**src/rtl/hybrid_pkg.sv**
```systemverilog
// Shared types for the hybrid ARM/MIPS core memory stage.
//   mem_to_reg_e : write-back result select
//   mem_state_t  : data-memory access FSM state
//   exmem_t      : control half of the EX/MEM pipeline register
// Helper functions classify a latched op as a data-memory load or store.
package hybrid_pkg;

  typedef enum logic [1:0] {
    MTR_LOAD = 2'b00,
    MTR_ALU  = 2'b01,
    MTR_IO   = 2'b10,
    MTR_RSVD = 2'b11
  } mem_to_reg_e;

  typedef enum logic {
    IDLE = 1'b0,
    WAIT = 1'b1
  } mem_state_t;

  typedef struct packed {
    logic        reg_write;
    logic        mem_write;
    logic        mem_pwrite;
    logic        io_flag;
    mem_to_reg_e mem_to_reg;
  } exmem_t;

  // Register-writing op that takes its result from data memory.
  function automatic logic is_load(input exmem_t c);
    return c.reg_write & (c.mem_to_reg == MTR_LOAD) & ~c.io_flag;
  endfunction

  // IO-space writes go to io_we, never to data memory.
  function automatic logic is_store(input exmem_t c);
    return c.mem_write & ~c.io_flag;
  endfunction

endpackage

```
**src/rtl/exmem_reg.sv**
```systemverilog
// EX/MEM pipeline register: enable-gated capture of the Execute outputs.
// Ports:
//   clk, rst_n   clock, asynchronous active-low reset
//   i_en         capture enable (low while the stage is stalled)
//   i_ctrl       control fields from Execute
//   i_alu        ALU result / address from Execute
//   i_wdata      store data from Execute
//   i_rd         destination register from Execute
//   o_*          latched copies of the above
module exmem_reg
  import hybrid_pkg::*;
#(
  parameter int unsigned DW = 32,
  parameter int unsigned RW = 4
) (
  input  logic          clk,
  input  logic          rst_n,
  input  logic          i_en,
  input  exmem_t        i_ctrl,
  input  logic [DW-1:0] i_alu,
  input  logic [DW-1:0] i_wdata,
  input  logic [RW-1:0] i_rd,
  output exmem_t        o_ctrl,
  output logic [DW-1:0] o_alu,
  output logic [DW-1:0] o_wdata,
  output logic [RW-1:0] o_rd
);

  exmem_t        r_ctrl;
  logic [DW-1:0] r_alu;
  logic [DW-1:0] r_wdata;
  logic [RW-1:0] r_rd;

  always_ff @(posedge clk or negedge rst_n) begin
    if (!rst_n) begin
      r_ctrl  <= '0;
      r_alu   <= '0;
      r_wdata <= '0;
      r_rd    <= '0;
    end else if (i_en) begin
      r_ctrl  <= i_ctrl;
      r_alu   <= i_alu;
      r_wdata <= i_wdata;
      r_rd    <= i_rd;
    end
  end

  assign o_ctrl  = r_ctrl;
  assign o_alu   = r_alu;
  assign o_wdata = r_wdata;
  assign o_rd    = r_rd;

endmodule

```
**src/rtl/mem_access_stage.sv**
```systemverilog
// Memory-access pipeline stage downstream of Execute.
// Latches Execute outputs, runs data-memory loads/stores over a req/ready
// handshake with a bounded wait, issues single-cycle pixel and IO writes,
// and drives the MEM/WB register. Stalls upstream while a data access waits.
// Ports:
//   clk, rst_n                      clock, asynchronous active-low reset
//   RegWriteE..RdE                  Execute outputs
//   stall                           hold Execute and earlier stages
//   dmem_req/we/addr/wdata          data-memory request side
//   dmem_rdata, dmem_ready          data-memory response side
//   pmem_we/addr/wdata              pixel-memory write port
//   io_we/wdata, io_rdata           IO port
//   bus_err                         one-cycle pulse on data-memory timeout
//   RegWriteW..RdW                  MEM/WB register
module mem_access_stage
  import hybrid_pkg::*;
#(
  parameter int unsigned DW      = 32,
  parameter int unsigned RW      = 4,
  parameter int unsigned TIMEOUT = 15
) (
  input  logic          clk,
  input  logic          rst_n,
  input  logic          RegWriteE,
  input  logic          MemWriteE,
  input  logic          MemPWriteE,
  input  logic          IOFlagE,
  input  logic [1:0]    MemToRegE,
  input  logic [DW-1:0] ALUResultE,
  input  logic [DW-1:0] WriteDataE,
  input  logic [RW-1:0] RdE,
  output logic          stall,
  output logic          dmem_req,
  output logic          dmem_we,
  output logic [DW-1:0] dmem_addr,
  output logic [DW-1:0] dmem_wdata,
  input  logic [DW-1:0] dmem_rdata,
  input  logic          dmem_ready,
  output logic          pmem_we,
  output logic [DW-1:0] pmem_addr,
  output logic [DW-1:0] pmem_wdata,
  output logic          io_we,
  output logic [DW-1:0] io_wdata,
  input  logic [DW-1:0] io_rdata,
  output logic          bus_err,
  output logic          RegWriteW,
  output logic [1:0]    MemToRegW,
  output logic [DW-1:0] ReadDataW,
  output logic [DW-1:0] ALUResultW,
  output logic [RW-1:0] RdW
);

  localparam int unsigned    CntW     = (TIMEOUT < 1) ? 1 : $clog2(TIMEOUT + 1);
  localparam logic [CntW-1:0] TimeoutC = CntW'(TIMEOUT);

  // EX/MEM
  exmem_t        w_ctrl_e;
  exmem_t        w_ctrl;
  logic [DW-1:0] w_alu;
  logic [DW-1:0] w_wdata;
  logic [RW-1:0] w_rd;
  logic          w_capture;

  assign w_ctrl_e = '{
    reg_write:  RegWriteE,
    mem_write:  MemWriteE,
    mem_pwrite: MemPWriteE,
    io_flag:    IOFlagE,
    mem_to_reg: mem_to_reg_e'(MemToRegE)
  };

  exmem_reg #(
    .DW (DW),
    .RW (RW)
  ) u_exmem_reg (
    .clk     (clk),
    .rst_n   (rst_n),
    .i_en    (w_capture),
    .i_ctrl  (w_ctrl_e),
    .i_alu   (ALUResultE),
    .i_wdata (WriteDataE),
    .i_rd    (RdE),
    .o_ctrl  (w_ctrl),
    .o_alu   (w_alu),
    .o_wdata (w_wdata),
    .o_rd    (w_rd)
  );

  // Classification of the latched op
  logic w_ld;
  logic w_st;
  logic w_dm;

  assign w_ld = is_load(w_ctrl);
  assign w_st = is_store(w_ctrl);
  assign w_dm = w_ld | w_st;

  // Access control
  mem_state_t      r_state;
  logic [CntW-1:0] r_cnt;
  logic            w_stall;
  logic            w_req;
  logic            w_timeout;

  // A completed access always coincides with stall = 0, so the next edge
  // latches a fresh op and the completed one can never re-request.
  always_comb begin
    w_stall   = 1'b0;
    w_req     = 1'b0;
    w_timeout = 1'b0;
    unique case (r_state)
      IDLE: begin
        if (w_dm) begin
          w_req   = 1'b1;
          w_stall = ~dmem_ready;
        end
      end
      WAIT: begin
        // ready wins over a coincident timeout
        if (dmem_ready) begin
          w_req = 1'b1;
        end else if (r_cnt == TimeoutC) begin
          w_timeout = 1'b1;
        end else begin
          w_req   = 1'b1;
          w_stall = 1'b1;
        end
      end
    endcase
  end

  assign w_capture = ~w_stall;

  always_ff @(posedge clk or negedge rst_n) begin
    if (!rst_n) begin
      r_state <= IDLE;
      r_cnt   <= '0;
    end else begin
      unique case (r_state)
        IDLE: begin
          if (w_dm && !dmem_ready) begin
            r_state <= WAIT;
            r_cnt   <= CntW'(1);
          end
        end
        WAIT: begin
          if (dmem_ready || (r_cnt == TimeoutC)) begin
            r_state <= IDLE;
            r_cnt   <= '0;
          end else begin
            r_cnt <= r_cnt + CntW'(1);
          end
        end
      endcase
    end
  end

  // MEM/WB
  logic          r_reg_write_w;
  logic [1:0]    r_mem_to_reg_w;
  logic [DW-1:0] r_read_data_w;
  logic [DW-1:0] r_alu_result_w;
  logic [RW-1:0] r_rd_w;

  always_ff @(posedge clk or negedge rst_n) begin
    if (!rst_n) begin
      r_reg_write_w  <= 1'b0;
      r_mem_to_reg_w <= '0;
      r_read_data_w  <= '0;
      r_alu_result_w <= '0;
      r_rd_w         <= '0;
    end else if (w_stall || w_timeout) begin
      // bubble: only the write enable is cleared
      r_reg_write_w <= 1'b0;
    end else begin
      r_reg_write_w  <= w_ctrl.reg_write;
      r_mem_to_reg_w <= w_ctrl.mem_to_reg;
      r_alu_result_w <= w_alu;
      r_rd_w         <= w_rd;
      if (w_ld) begin
        r_read_data_w <= dmem_rdata;
      end else if (w_ctrl.mem_to_reg == MTR_IO) begin
        r_read_data_w <= io_rdata;
      end
    end
  end

  // Outputs
  assign stall      = w_stall;
  assign dmem_req   = w_req;
  assign dmem_we    = w_req & w_st;
  assign dmem_addr  = w_alu;
  assign dmem_wdata = w_wdata;

  // Side-effect strobes fire on the op's single non-stalled cycle.
  assign pmem_we    = w_ctrl.mem_pwrite & ~w_stall;
  assign pmem_addr  = w_alu;
  assign pmem_wdata = w_wdata;
  assign io_we      = w_ctrl.mem_write & w_ctrl.io_flag & ~w_stall;
  assign io_wdata   = w_wdata;

  assign bus_err    = w_timeout;

  assign RegWriteW  = r_reg_write_w;
  assign MemToRegW  = r_mem_to_reg_w;
  assign ReadDataW  = r_read_data_w;
  assign ALUResultW = r_alu_result_w;
  assign RdW        = r_rd_w;

endmodule

```
**config.mk**
```make
export PLATFORM = sky130hd
export DESIGN_NAME = mem_access_stage
export DESIGN_NICKNAME = d
export VERILOG_FILES = /design/src/rtl/hybrid_pkg.sv /design/src/rtl/exmem_reg.sv /design/src/rtl/mem_access_stage.sv
export SDC_FILE = /design/constraint.sdc
export NUM_CORES = 1
export LEC_CHECK = 0
export ABC_AREA = 1
export ABC_CLOCK_PERIOD_IN_PS = 3000
export BUFFER_PORTS_ARGS = -buffer_cell sky130_fd_sc_hd__buf_2
export CAP_MARGIN = 20
export CORE_AREA = 2 2 148 150
export CTS_CLUSTER_DIAMETER = 120
export DETAILED_ROUTE_END_ITERATION = 6
export DIE_AREA = 0 0 150 152
export PLACE_DENSITY_LB_ADDON = 0.12
export SLEW_MARGIN = 20
export SYNTH_ARGS = -nofsm -noshare
export SYNTH_HDL_FRONTEND = slang
export SYNTH_SLANG_ARGS = --single-unit
```
**constraint.sdc**
```tcl
create_clock -name clk -period 3 [get_ports clk]
set_input_delay 0.3 -clock clk [delete_from_list [all_inputs] [get_ports clk]]
set_output_delay 0.3 -clock clk [all_outputs]
set_load 0.1 [all_outputs]
```
==> impl_metrics.csv <==
group,metric,value,unit
clock_network,cts_root_buffer,"clkbuf_16",
run,drv_cap,0,
routing,via_per_inst,4.42,
sta,finalCritPeriodShare,0.856,
global_routing,antenna_found_initial,3,
worst_setup_path,crit_required,2700,ps
cells_and_area,area_growth,29.6,%
floorplan,die_w,150,µm
routing,firstDrtPassIters,4,
global_routing,grt_max_degree,86,
placed_design,place_congestion,0.796,
floorplan,core_area,21400,µm²
routing,antenna_left,0,
placed_design,io_buffers,377,
cells_and_area,drive_gt1_frac,0.391,
clock_network,cts_num_sinks,150,
synth,synthCells,826,
sta,final_max_slew_viol_count,0,
routing,drt_drc_violations_left,0,
sta,max-slew-margin-rel,0.535,
worst_setup_path,slowest_stage,"nand4_2",
worst_setup_path,timing.rr.start,"r_cnt[0]",
clock_network,tritoncts,"built",
synth,synth_top_cells_by_area,"dfrtp_1 (54%), nand2_1 (17%), buf_4 (11%), o21ai_0 (4.3%), nand4_1 (2.9%)",
global_routing,grt_use_total,0.168,
routing,route.vias.total,6135,
worst_hold_path,hold_path_class,"primary input to register",
global_routing,grt_pass1_wl,30.3,mm
floorplan,dieArea,22800,µm²
floorplan,initial_utilization,0.328,
clock_network,cts_buffer_depth,2,
synth,yosysWarnings,0,
synth,async_flop_share,1.00,
sta,setup_viol,0,
global_routing,grt_pass1_vias,5791,
synth,ys.flop_type,"dfrtp_1",
floorplan,die_h,152,µm
synth,synth_top_cell_by_area,"dfrtp_1",
sta,fmax,0.389,GHz
worst_setup_path,critPathBufInv,2,
synth,yosysSeqAreaShare,0.536,
floorplan,pin_count,378,
worst_hold_path,min_from,"WriteDataE[8]",
synth,yosys-top-cells-count,"nand2_1 (317), dfrtp_1 (150), buf_4 (98)",
worst_setup_path,critPathLaunchType,"register",
sta,hold_violations,0,
worst_setup_path,slowest_delay,570,ps
routing,wire_per_inst,14.1,µm
synth,synth_most_common_cell,"nand2_1",
synth,yosys.cell_types.count,24,
synth,synth_edf_count,0,
sta,rsz0062_at_grt,"no",
floorplan,rows,54,
worst_setup_path,arrival,2270,ps
placed_design,place_hpwl,13.9,mm
sta,fin_setup_tns,0,ps
worst_setup_path,crit_fanout,23,
clock_network,cts_buffers,17,
sta,finalCriticalPeriod,2570,ps
worst_setup_path,crit_family,"buffers and inverters",
synth,avgSynthCellArea,8.48,µm²
clock_network,cts_setup_buffers,0,
cells_and_area,nets,1236,
sta,worstMarginPinSlew,695,ps
sta,clock_skew,15.8,ps
worst_setup_path,crit_chain,"ha_1 -> nand4_2 -> inv_1 -> buf_2",
routing,wirelength,19.5,mm
cells_and_area,n_fill_cell,2244,
worst_setup_path,startpoint,"r_cnt[0]",
worst_setup_path,critical_path_class,"register to output port",
synth,synth_fp_nets,968,
worst_setup_path,crit_path_end_kind,"output port",
routing,drtIter0Drc,270,
global_routing,overflow,0,
clock_network,cts.repair.resized,0,
synth,ys_ff_latch,150,
clock_network,clock_latency,420,ps
run_status,status,"complete, no violations",
clock_network,clk_pin_slew,60,ps
clock_network,htreeDepth,4,
synth,syn-cell-area,7010,µm²
synth,synth_top_area_frac,0.536,
## registers in the layout, summed over array words and instances, names as in the netlist
register and flops:
ALUResultW 32, MemToRegW 2, RdW 4, ReadDataW 32, RegWriteW 1, r_cnt 4, r_state 1, u_exmem_reg.o_alu 32
u_exmem_reg.o_ctrl 6, u_exmem_reg.o_rd 4, u_exmem_reg.o_wdata 32
## cells in the final DEF, fill, tap and decap left out, drive strengths merged
cell type,n
dfrtp,150
clkinv,1
o21ai,83
xor2,1
nand3,39
nand2,320
ha,1
nand4,33
inv,58
bufinv,2
dlygate4sd3,1
diode,1
clkbuf,17
clkinvlp,3
nor2,5
o21a,1
a21oi,1
nor3,1
buf,389
## path summary, 6_finish.rpt
path                                               end  slack [ps]  depth (start not counted)
worst max register to register           ReadDataW[28]         900                          6
worst min register to register           ReadDataW[21]         470                          2
max in group asynchronous                      r_state        1720                          3
min in group asynchronous         u_exmem_reg.o_alu[0]         460                          2
worst min-delay path            u_exmem_reg.o_wdata[8]          80                          3
worst max-delay path                           bus_err         430                          4
## worst min-delay path, cell delays in order
cell and delay [ps]:
buf_2 70, nand2_1 40, nand2_1 50
## area by class of cell
type | count | area, µm² | area share
flip-flops and latches | 150 | 3750 | 0.413
multi-input cells | 485 | 2120 | 0.234
repair buffers | 390 | 2080 | 0.229
clock buffers | 17 | 425 | 0.0468
well taps | 280 | 350 | 0.0386
inverters | 50 | 188 | 0.0207
clock inverters | 14 | 163 | 0.0179
diodes | 1 | 2.50 | 0.000276
## logic make-up after synthesis
kind of cell / share of synthesized area
buffers and inverters: 0.162
and+or+nand+nor: 0.238
adders and majority gates: 0.00179
AOI/OAI and AO/OA: 0.0611
xor gates and xnor gates: 0.00125
DFF: 0.536
## through the flow
step / std cells / instance area, µm² / utilization / setup WS [ps] / hold WS, ps
after floorplan: 826 / 7010 / - / 636 / 4.41
after global placement: 1354 / 8480 / 0.397 / 887 / 368
after detailed placement: 1354 / 8480 / 0.397 / 868 / 372
after CTS: 1386 / 9080 / 0.425 / 407 / 60.8
after global routing: 1387 / 9080 / 0.425 / 222 / 72.2
final: 1387 / 9080 / 0.425 / 431 / 84.3
## routing by layer
metal / vias up / wire length, µm / GRT usage / part of all wire
met5: - / 27 / 0 / 0.0014
met4: 4 / 309 / 0.0553 / 0.016
met3: 26 / 1540 / 0.0571 / 0.079
met2: 230 / 9590 / 0.292 / 0.49
met1: 2820 / 8060 / 0.192 / 0.41
li1: 3055 / - / - / -
## timing repair
item	CTS	global route
setup endpoints to repair	0	0
hold endpoints to repair	69	0
hold buffers	1	0
Power is not shown: default switching activity piles up to over one toggle a cycle in this logic, so the estimate is an artifact.
